===== src/rtl/mem_access_ctrl.sv =====
// Load/store initiator toward a word-wide data memory: aligns requests, performs
// read-modify-write for sub-word stores and sign/zero-extends sub-word loads.
module mem_access_ctrl #(
   parameter int ADDR_WIDTH  = 32,
   parameter int WAIT_CYCLES = 0
) (
   input  logic                  clk,
   input  logic                  rst_n,
   input  logic                  start,
   input  logic                  we,
   input  logic [1:0]            size,
   input  logic                  sign_ext,
   input  logic [ADDR_WIDTH-1:0] addr,
   input  logic [31:0]           wdata,
   output logic                  busy,
   output logic                  done,
   output logic                  err,
   output logic [31:0]           rdata,
   output logic                  mem_read,
   output logic                  mem_write,
   output logic [ADDR_WIDTH-1:0] address,
   output logic [31:0]           write_data,
   input  logic [31:0]           read_data
);

   typedef enum logic [2:0] {
      S_IDLE  = 3'd0,
      S_READ  = 3'd1,
      S_WRITE = 3'd2,
      S_DONE  = 3'd3,
      S_ERR   = 3'd4
   } state_t;

   localparam logic [1:0] SZ_BYTE = 2'b00;
   localparam logic [1:0] SZ_HALF = 2'b01;
   localparam logic [1:0] SZ_WORD = 2'b10;
   localparam logic [3:0] WAIT_LAST = 4'(WAIT_CYCLES);

   state_t                state_q, state_d;
   logic [ADDR_WIDTH-1:0] addr_q, addr_d;
   logic                  we_q, we_d;
   logic [1:0]            size_q, size_d;
   logic                  sext_q, sext_d;
   logic [31:0]           wdata_q, wdata_d;
   logic [31:0]           word_q, word_d;
   logic [31:0]           rdata_q, rdata_d;
   logic [3:0]            wait_q, wait_d;

   logic                  req_bad;
   logic [4:0]            byte_sh;
   logic [7:0]            ld_byte;
   logic [15:0]           ld_half;
   logic [31:0]           ld_ext;
   logic [3:0]            lane_sel;
   logic [31:0]           merged;

   // Rejected requests: illegal size or an address not aligned to the access size.
   always_comb begin
      req_bad = 1'b0;
      case (size)
         SZ_HALF: req_bad = addr[0];
         SZ_WORD: req_bad = (addr[1:0] != 2'b00);
         SZ_BYTE: req_bad = 1'b0;
         default: req_bad = 1'b1;
      endcase
   end

   always_comb begin
      byte_sh = {addr_q[1:0], 3'b000};
      ld_byte = read_data[byte_sh +: 8];
      ld_half = addr_q[1] ? read_data[31:16] : read_data[15:0];
      case (size_q)
         SZ_BYTE: ld_ext = {{24{sext_q & ld_byte[7]}}, ld_byte};
         SZ_HALF: ld_ext = {{16{sext_q & ld_half[15]}}, ld_half};
         default: ld_ext = read_data;
      endcase
   end

   // Store merge: each byte lane takes store data when selected, else keeps the captured word.
   generate
      for (genvar gi = 0; gi < 4; gi++) begin : g_lane
         logic [7:0] src_byte;

         always_comb begin
            case (size_q)
               SZ_BYTE: begin
                  lane_sel[gi] = (addr_q[1:0] == 2'(gi));
                  src_byte     = wdata_q[7:0];
               end
               SZ_HALF: begin
                  lane_sel[gi] = (addr_q[1] == 1'(gi / 2));
                  src_byte     = wdata_q[8*(gi%2) +: 8];
               end
               default: begin
                  lane_sel[gi] = 1'b1;
                  src_byte     = wdata_q[8*gi +: 8];
               end
            endcase
         end

         assign merged[8*gi +: 8] = lane_sel[gi] ? src_byte : word_q[8*gi +: 8];
      end
   endgenerate

   always_comb begin
      state_d = state_q;
      addr_d  = addr_q;
      we_d    = we_q;
      size_d  = size_q;
      sext_d  = sext_q;
      wdata_d = wdata_q;
      word_d  = word_q;
      rdata_d = rdata_q;
      wait_d  = wait_q;

      case (state_q)
         S_IDLE: begin
            wait_d = 4'd0;
            if (start) begin
               addr_d  = addr;
               we_d    = we;
               size_d  = size;
               sext_d  = sign_ext;
               wdata_d = wdata;
               if (req_bad) begin
                  state_d = S_ERR;
               end else if (we && (size == SZ_WORD)) begin
                  state_d = S_WRITE;
               end else begin
                  state_d = S_READ;
               end
            end
         end
         S_READ: begin
            if (wait_q == WAIT_LAST) begin
               wait_d = 4'd0;
               word_d = read_data;
               if (we_q) begin
                  state_d = S_WRITE;
               end else begin
                  rdata_d = ld_ext;
                  state_d = S_DONE;
               end
            end else begin
               wait_d = wait_q + 4'd1;
            end
         end
         S_WRITE: state_d = S_DONE;
         S_DONE:  state_d = S_IDLE;
         S_ERR:   state_d = S_IDLE;
         default: state_d = S_IDLE;
      endcase
   end

   always_ff @(posedge clk or negedge rst_n) begin
      if (!rst_n) begin
         state_q <= S_IDLE;
         addr_q  <= '0;
         we_q    <= 1'b0;
         size_q  <= 2'b00;
         sext_q  <= 1'b0;
         wdata_q <= 32'd0;
         word_q  <= 32'd0;
         rdata_q <= 32'd0;
         wait_q  <= 4'd0;
      end else begin
         state_q <= state_d;
         addr_q  <= addr_d;
         we_q    <= we_d;
         size_q  <= size_d;
         sext_q  <= sext_d;
         wdata_q <= wdata_d;
         word_q  <= word_d;
         rdata_q <= rdata_d;
         wait_q  <= wait_d;
      end
   end

   // Outputs decode the state register directly so reset removes the strobes immediately.
   assign busy       = (state_q != S_IDLE);
   assign done       = (state_q == S_DONE) || (state_q == S_ERR);
   assign err        = (state_q == S_ERR);
   assign mem_read   = (state_q == S_READ);
   assign mem_write  = (state_q == S_WRITE);
   assign address    = {addr_q[ADDR_WIDTH-1:2], 2'b00};
   assign write_data = (state_q == S_WRITE) ? merged : 32'd0;
   assign rdata      = rdata_q;

endmodule


===== config.mk =====
export PLATFORM = sky130hd
export DESIGN_NAME = mem_access_ctrl
export DESIGN_NICKNAME = d
export VERILOG_FILES = /design/src/rtl/mem_access_ctrl.sv
export SDC_FILE = /design/constraint.sdc
export NUM_CORES = 1
export LEC_CHECK = 0
export ABC_CLOCK_PERIOD_IN_PS = 4860
export CORE_MARGIN = 5
export CORE_UTILIZATION = 55
export DETAILED_ROUTE_END_ITERATION = 7
export DONT_BUFFER_PORTS = 1
export GPL_TIMING_DRIVEN = 0
export PLACE_DENSITY = 0.7
export SLEW_MARGIN = 40
export SYNTH_ARGS = -nofsm -noshare
export SYNTH_HDL_FRONTEND = slang
export SYNTH_SLANG_ARGS = --single-unit
export TNS_END_PERCENT = 5

===== constraint.sdc =====
create_clock -name clk -period 4.86 [get_ports clk]
set_input_delay 1.215 -clock clk [delete_from_list [all_inputs] [get_ports clk]]
set_output_delay 1.215 -clock clk [all_outputs]
set_load 0.02 [all_outputs]

==> impl_summary.txt, run 1 <==
----------------------------------------------------
[Run status]
  Result of the run ... complete, no violations

[Worst setup path]
  Setup crit end kind ... output port
  Kind of start point of the critical path ... register
  Worst path arrival time ... 3010 ps
  Startpoint-to-endpoint class of the critical path ... reg -> out
  Maximum fanout along the worst path ... 10
  Critical path required time ... 3640 ps

[Die]
  Die outline height ... 124 um
  Placement Rows ... 41
  Std-Cell Core Area ... 12,700 um2
  Chip width ... 124 um
  Initial cell density of the core ... 0.562
  I/O pins ... 204
  Die area ... 15,300 um2

[Routing]
  Wire length per cell ... 24.1 um
  Via density ... 6.38
  Remaining design rule violation count ... 0
  Drt first-iter violations ... 548
  Antenna Violating Nets Remaining ... 0
  DRT Wirelength ... 19,600 um
  Overall via count from detail_route ... 5,178
  First-pass iteration count of the detailed router ... 5

[Timing]
  Unrepaired setup endpoints after global routing ... no
  Count of final max-slew check failures ... 0
  Setup skew after layout ... 7.10 ps
  Summed negative setup slack over all endpoints ... 0 ps
  Maximum achievable frequency ... 237 MHz
  Final Hold Vio Count ... 0
  Final setup fails ... 0
  Min Tclk post-route ... 4230 ps
  Fraction of the cycle the final worst path needs ... 0.870
  Worst Max-Slew Pin Slew ... 893 ps
  Slew headroom ... 0.401

[GRT]
  Total routing resource utilization after global routing ... 0.260
  Wire length of the first global-routing pass ... 29,500 um
  Via count of the first global-routing pass ... 5,355
  Total global routing overflow ... 0
  Initial antenna violation count ... 0
  Maximum number of pins on one net before global-route repair ... 140

[Power]
  Static leakage ... 3.34 nW
  NetSw ... 2.76 mW
  Relative contribution of the clock network to total power ... 0.191
  Sequential share of power ... 0.359
  Power density of the placed cells ... 827 nW/um2
  Internal power of the cells ... 3.78 mW
  Total power after layout ... 6.55 mW
  Switching power as a share of total power ... 0.422
  Part of the total power dissipated in combinational logic ... 0.450
  Maximum resistive drop on vdd ... 443 uV

[Finish]
  # diodes ... 0
  Final Util ... 0.625
  Layout Area Growth over Synthesis ... 11.1%
  # nets final ... 734
  Flip-flop and latch area ... 3480 um2
  Area of the multi-input gates ... 3180 um2
  Share of post-route cells with drive strength above 1 ... 0.316
  Layout fillers ... 1,005

[Logic synthesis]
  Number of flops mapped to enable cells by yosys ... 0
  Syn Std Cell Area ... 7130 um2
  Synthesized instance count ... 609
  Synth top area cells ... dfrtp_1 (49%), mux2_2 (15%), mux2i_1 (4.6%)
  Portion of the post-synthesis area used by sequential elements ... 0.488
  Post-synthesis register bit count ... 139
  Most frequent cells after synthesis ... dfrtp_1 (139), mux2_2 (92), nor2_1 (37)
  Most used flip-flop cell after synthesis ... dfrtp_1
  Synth warnings ... 0
  Fraction of synthesis flops using an asynchronous set or reset pin ... 1.00
  Number of library cell types mapped by synthesis ... 52
  Area share of the largest cell type after synthesis ... 0.488
  Post-Syn Area per Cell ... 11.7 um2
  Cell taking the most area after synthesis ... dfrtp_1
  Most instantiated library cell after synthesis ... dfrtp_1

[Clock network]
  Clock Tree Buf Depth ... 2
  H-tree levels ... 4
  Total CTS buffers ... 17
  Number of buffers added to fix hold violations after cts ... 0
  TritonCTS clock tree ... built
  Post-cts sizing count ... 0
  Sink Count ... 139
  Number of setup buffers added after CTS ... 0
  Clock-pin slew on the worst setup and hold paths ... 60 ps
  Clock Latency Late Sink ... 430 ps
  Root buffer selected by CTS ... clkbuf_16

[Placed design]
  Port Buf Inserts ... 0
  Weighted congestion at the end of routability-driven global placement ... 0.850
  Dpl hpwl ... 14,600 um

[Hold path]
  Worst hold path class ... in -> async

[Flow run]
  Maxcap violations ... 0

----------------------------------------------------
==> cells in the final DEF, fill, tap and decap left out, drive strengths merged, types with 7 or more instances in the layout <==
master / Yosys / routed
mux2i: 33 / 33
a21oi: 34 / 34
o22a: 7 / 7
buf: 51 / 51
nor2: 39 / 39
nand2: 27 / 27
o21ai: 25 / 25
o211ai: 24 / 24
mux4: 8 / 8
a211oi: 16 / 16
inv: 9 / 10
a221oi: 8 / 8
a22o: 22 / 22
nand3: 13 / 13
dfrtp: 139 / 139
clkbuf: 23 / 42
mux2: 96 / 96
==> metrics by stage <==
stage                     area, um2  cells  hold WS, ps  worst slack (ps)
after floorplan                7130    610          450              1740
after global placement         7340    782          473              1210
after detailed placement       7340    782          480              1130
after CTS                      7910    812          466               662
after global routing           7920    812          464               438
final                          7920    812          482               633
==> area by class of cell <==
type,instances,area share
Inverter,10,0.00474
Multi-Input combinational cell,387,0.402
Tap cell,172,0.0272
Buffer,74,0.0555
Clock buffer,19,0.0560
Clock inverter,11,0.0155
Sequential cell,139,0.439
==> power by group through the flow <==
stage | logic, mW | registers, mW | clock network, mW
6_report | 2.95 | 2.35 | 1.25
5_1_grt | 3.17 | 2.41 | 1.32
4_1_cts | 2.94 | 2.34 | 1.27
3_5_place_dp | 2.92 | 2.36 | 0
3_3_place_gp | 2.84 | 2.33 | 0
2_1_floorplan | 2.45 | 2.19 | 0
==> final timing paths <==
kind | from | end | depth (start not counted) | slack [ps]
min reg2reg | wdata_q[17]$_DFFE_PN0P_ | wdata_q[17]$_DFFE_PN0P_ | 1 | 490
min | rst_n | addr_q[27]$_DFFE_PN0P_ | 0 | 480
max | size_q[1]$_DFFE_PN0P_ | write_data[14] | 6 | 630
max in group asynchronous | rst_n | wait_q[1]$_DFFE_PN0P_ | 0 | 4220
max reg2reg | wait_q[0]$_DFFE_PN0P_ | rdata[5]$_DFFE_PN0P_ | 7 | 2500
min in group clk | wdata_q[17]$_DFFE_PN0P_ | wdata_q[17]$_DFFE_PN0P_ | 1 | 490
==> sequential cells by signal, indices dropped and copies added (netlist names) <==
signal / count
word_q: 32
size_q: 2
wait_q: 4
addr_q: 32
we_q: 1
wdata_q: 32
state_q: 3
sext_q: 1
rdata: 32
==> per-layer routing <==
metal  share of wire  routed length (um)  GRT usage
met3            0.10                2040     0.0999
met5               0                   0          0
met2            0.48                9400      0.412
met4           0.034                 667      0.112
met1            0.38                7450      0.316
==> kinds of logic after synthesis <==
logic type	share of synthesized area
buffers and inverters	0.0669
AOI/OAI and AO/OA	0.151
adders and majority gates	0.00351
muxes	0.223
other	0.000526
DFF	0.488
and+or+nand+nor	0.0666
==> worst max-delay path: stages (launching register included) <==
cell	delay [ps]
dfrtp_1	350
clkbuf_1	390
inv_2	180
o21ai_1	400
clkbuf_1	430
nor2_1	80
a211oi_1	750
(Power assumes the default switching activity.)
==> run 2: changes to the inputs <==
--- a/config.mk
+++ b/config.mk
@@ -6,12 +6,14 @@
 export NUM_CORES = 1
 export LEC_CHECK = 0
 export ABC_CLOCK_PERIOD_IN_PS = 4860
+export CELL_PAD_IN_SITES_DETAIL_PLACEMENT = 0
+export CELL_PAD_IN_SITES_GLOBAL_PLACEMENT = 1
 export CORE_MARGIN = 5
-export CORE_UTILIZATION = 55
+export CORE_UTILIZATION = 53
 export DETAILED_ROUTE_END_ITERATION = 7
 export DONT_BUFFER_PORTS = 1
-export GPL_TIMING_DRIVEN = 0
-export PLACE_DENSITY = 0.7
+export PLACE_DENSITY_LB_ADDON = 0.1
+export SETUP_SLACK_MARGIN = 0.05
 export SLEW_MARGIN = 40
 export SYNTH_ARGS = -nofsm -noshare
 export SYNTH_HDL_FRONTEND = slang
==> run 2 against run 1 <==
Power is 4.9% lower. Via count down 9.2%. Largest power group is now sequential cells. Combinational power fell by 18%. Wire length is 6.3% lower.
==> impl_summary.txt, run 2 (same netlist as run 1, synthesis figures left out) <==
----------------------------------------------------
[Run status]
  Result of the run ... complete, no violations (unchanged)

[Die]
  Std-Cell Core Area ... 13,200 um2 (was 12,700 um2)
  Die outline height ... 126 um (was 124 um)
  Placement Rows ... 42 (was 41)
  Initial cell density of the core ... 0.540 (was 0.562)
  Die area ... 15,900 um2 (was 15,300 um2)
  I/O pins ... 204 (unchanged)
  Chip width ... 126 um (was 124 um)

[Power]
  Static leakage ... 3.16 nW (was 3.34 nW)
  Maximum resistive drop on vdd ... 369 uV (was 443 uV)
  Power density of the placed cells ... 817 nW/um2 (was 827 nW/um2)
  Total power after layout ... 6.23 mW (was 6.55 mW)

[Routing]
  Via density ... 6.19 (was 6.38)
  Wire length per cell ... 24.1 um (about the same)
  Antenna Violating Nets Remaining ... 0 (unchanged)
  DRT Wirelength ... 18,300 um (was 19,600 um)
  First-pass iteration count of the detailed router ... 4 (was 5)
  Overall via count from detail_route ... 4,704 (was 5,178)
  Drt first-iter violations ... 341 (was 548)
  Remaining design rule violation count ... 0 (unchanged)

[Finish]
  # nets final ... 677 (was 734)
  Most common cell after layout, fill and taps aside ... dfrtp_1 (unchanged)
  Share of post-route cells with drive strength above 1 ... 0.291 (was 0.316)
  Layout Area Growth over Synthesis ... 6.97% (was 11.1%)
  Final Instance Area ... 7620 um2 (was 7920 um2)
  Commonest cells after routing, fill and taps aside ... dfrtp_1 (139), mux2_2 (92), nor2_1 (37) (unchanged)
  Layout fillers ... 1,116 (was 1,005)
  # diodes ... 0 (unchanged)
  Final Util ... 0.578 (was 0.625)

[Placed design]
  Weighted congestion at the end of routability-driven global placement ... 0.807 (was 0.850)
  Dpl hpwl ... 13,000 um (was 14,600 um)
  Area after detailed placement ... 7050 um2 (was 7340 um2)
  Port Buf Inserts ... 0 (unchanged)

[Flow run]
  Maxcap violations ... 0 (unchanged)

[Timing]
  Summed negative setup slack over all endpoints ... 0 ps (unchanged)
  Slew headroom ... 0.475 (was 0.401)
  Worst Max-Slew Pin Slew ... 782 ps (was 893 ps)
  Final Hold Vio Count ... 0 (unchanged)
  Final setup fails ... 0 (unchanged)
  Unrepaired setup endpoints after global routing ... no (unchanged)
  Min Tclk post-route ... 4260 ps (was 4230 ps)
  Count of final max-slew check failures ... 0 (unchanged)
  Setup skew after layout ... 5.91 ps (was 7.10 ps)
  Fraction of the cycle the final worst path needs ... 0.877 (was 0.870)
  Maximum achievable frequency ... 235 MHz (was 237 MHz)

[GRT]
  Maximum number of pins on one net before global-route repair ... 140 (unchanged)
  Total routing resource utilization after global routing ... 0.230 (was 0.260)
  Total global routing overflow ... 0 (unchanged)
  Via count of the first global-routing pass ... 4,888 (was 5,355)
  Wire length of the first global-routing pass ... 28,200 um (was 29,500 um)
  Initial antenna violation count ... 1 (was 0)

[Worst setup path]
  Maximum fanout along the worst path ... 21 (was 10)
  Worst path arrival time ... 3040 ps (was 3010 ps)
  Number of buffer and inverter stages on the critical path ... 1 (was 3)
  Critical-path top delay cell ... dfrtp_1 (was a211oi_1)
  Kind of start point of the critical path ... register (unchanged)
  Critical path required time ... 3640 ps (about the same)
  Setup crit end kind ... output port (unchanged)
  Cell family with the largest share of critical-path delay ... flip-flops (was compound AO/OA/AOI/OAI gates)
  Ordered list of cells on the worst path ... buf_4, nand2b_1, nand2_1, mux2i_1, a211oi_1 (was clkbuf_1, inv_2, o21ai_1, clkbuf_1, nor2_1, a211oi_1)
  Delay of the slowest critical-path stage ... 850 ps (was 750 ps)
  Startpoint-to-endpoint class of the critical path ... reg -> out (unchanged)

[Clock network]
  Sink Count ... 139 (unchanged)
  Total CTS buffers ... 17 (unchanged)
  Number of buffers added to fix hold violations after cts ... 0 (unchanged)
  Clock Tree Buf Depth ... 2 (unchanged)
  Clock-pin slew on the worst setup and hold paths ... 60 ps (about the same)
  Clock Latency Late Sink ... 410 ps (was 430 ps)
  Post-cts sizing count ... 0 (unchanged)
  Number of setup buffers added after CTS ... 0 (unchanged)
  Root buffer selected by CTS ... clkbuf_16 (unchanged)
  H-tree levels ... 4 (unchanged)
  TritonCTS clock tree ... built (unchanged)

[Hold path]
  Worst hold path class ... reg -> reg (was in -> async)

----------------------------------------------------
run 2: cell types whose count changed in the layout (fill, tap and decap cells not counted), sizes merged:
| cell | previous run | this run |
|---|---|---|
| buf | 51 | 17 |
| bufinv | 2 | 1 |
| clkbuf | 42 | 24 |
| clkinvlp | 4 | 2 |
| inv | 10 | 9 |
run 2: report_power, final:
group / switching, mW / internal (mW)
sequential: 0.857 / 1.74
combinational: 1.30 / 1.12
clock: 0.459 / 0.751
run 2: routing by layer:
metal / global-route usage / part of all wire / up-vias
met4: 0.0770 / 0.020 / 2
met3: 0.0847 / 0.086 / 34
met2: 0.374 / 0.51 / 173
met1: 0.285 / 0.38 / 2363
met5: 0 / 0.00071 / -
li1: - / - / 2132
run 2: final cells by class:
| type | count | area (um2) | share of cell area |
|---|---|---|---|
| Inverter | 10 | 37.5 | 0.00492 |
| Sequential cell | 139 | 3480 | 0.456 |
| Multi-Input combinational cell | 387 | 3200 | 0.420 |
| Clock inverter | 7 | 65.1 | 0.00854 |
| Timing Repair Buffer | 17 | 128 | 0.0167 |
| Tap cell | 176 | 220 | 0.0289 |
| Clock buffer | 24 | 492 | 0.0645 |
run 2: metrics by stage:
step	worst slack, ps	std cells	hold slack [ps]
after floorplan	1740	610	450
after global placement	1230	726	469
after detailed placement	1060	728	477
after CTS	590	759	481
after global routing	526	760	473
final	600	760	482
run 2: final timing paths:
kind                                          from                 endpoint  slack [ps]  cells past startpoint
max in group asynchronous                    rst_n    rdata[21]$_DFFE_PN0P_        4080                      0
min reg2reg                wdata_q[18]$_DFFE_PN0P_  wdata_q[18]$_DFFE_PN0P_         480                      1
max                          size_q[0]$_DFFE_PN0P_           write_data[23]         600                      5
min in group asynchronous                    rst_n  wdata_q[18]$_DFFE_PN0P_         500                      0
min                        wdata_q[18]$_DFFE_PN0P_  wdata_q[18]$_DFFE_PN0P_         480                      1
max reg2reg                 state_q[2]$_DFFE_PN0P_  wdata_q[10]$_DFFE_PN0P_        2040                      4
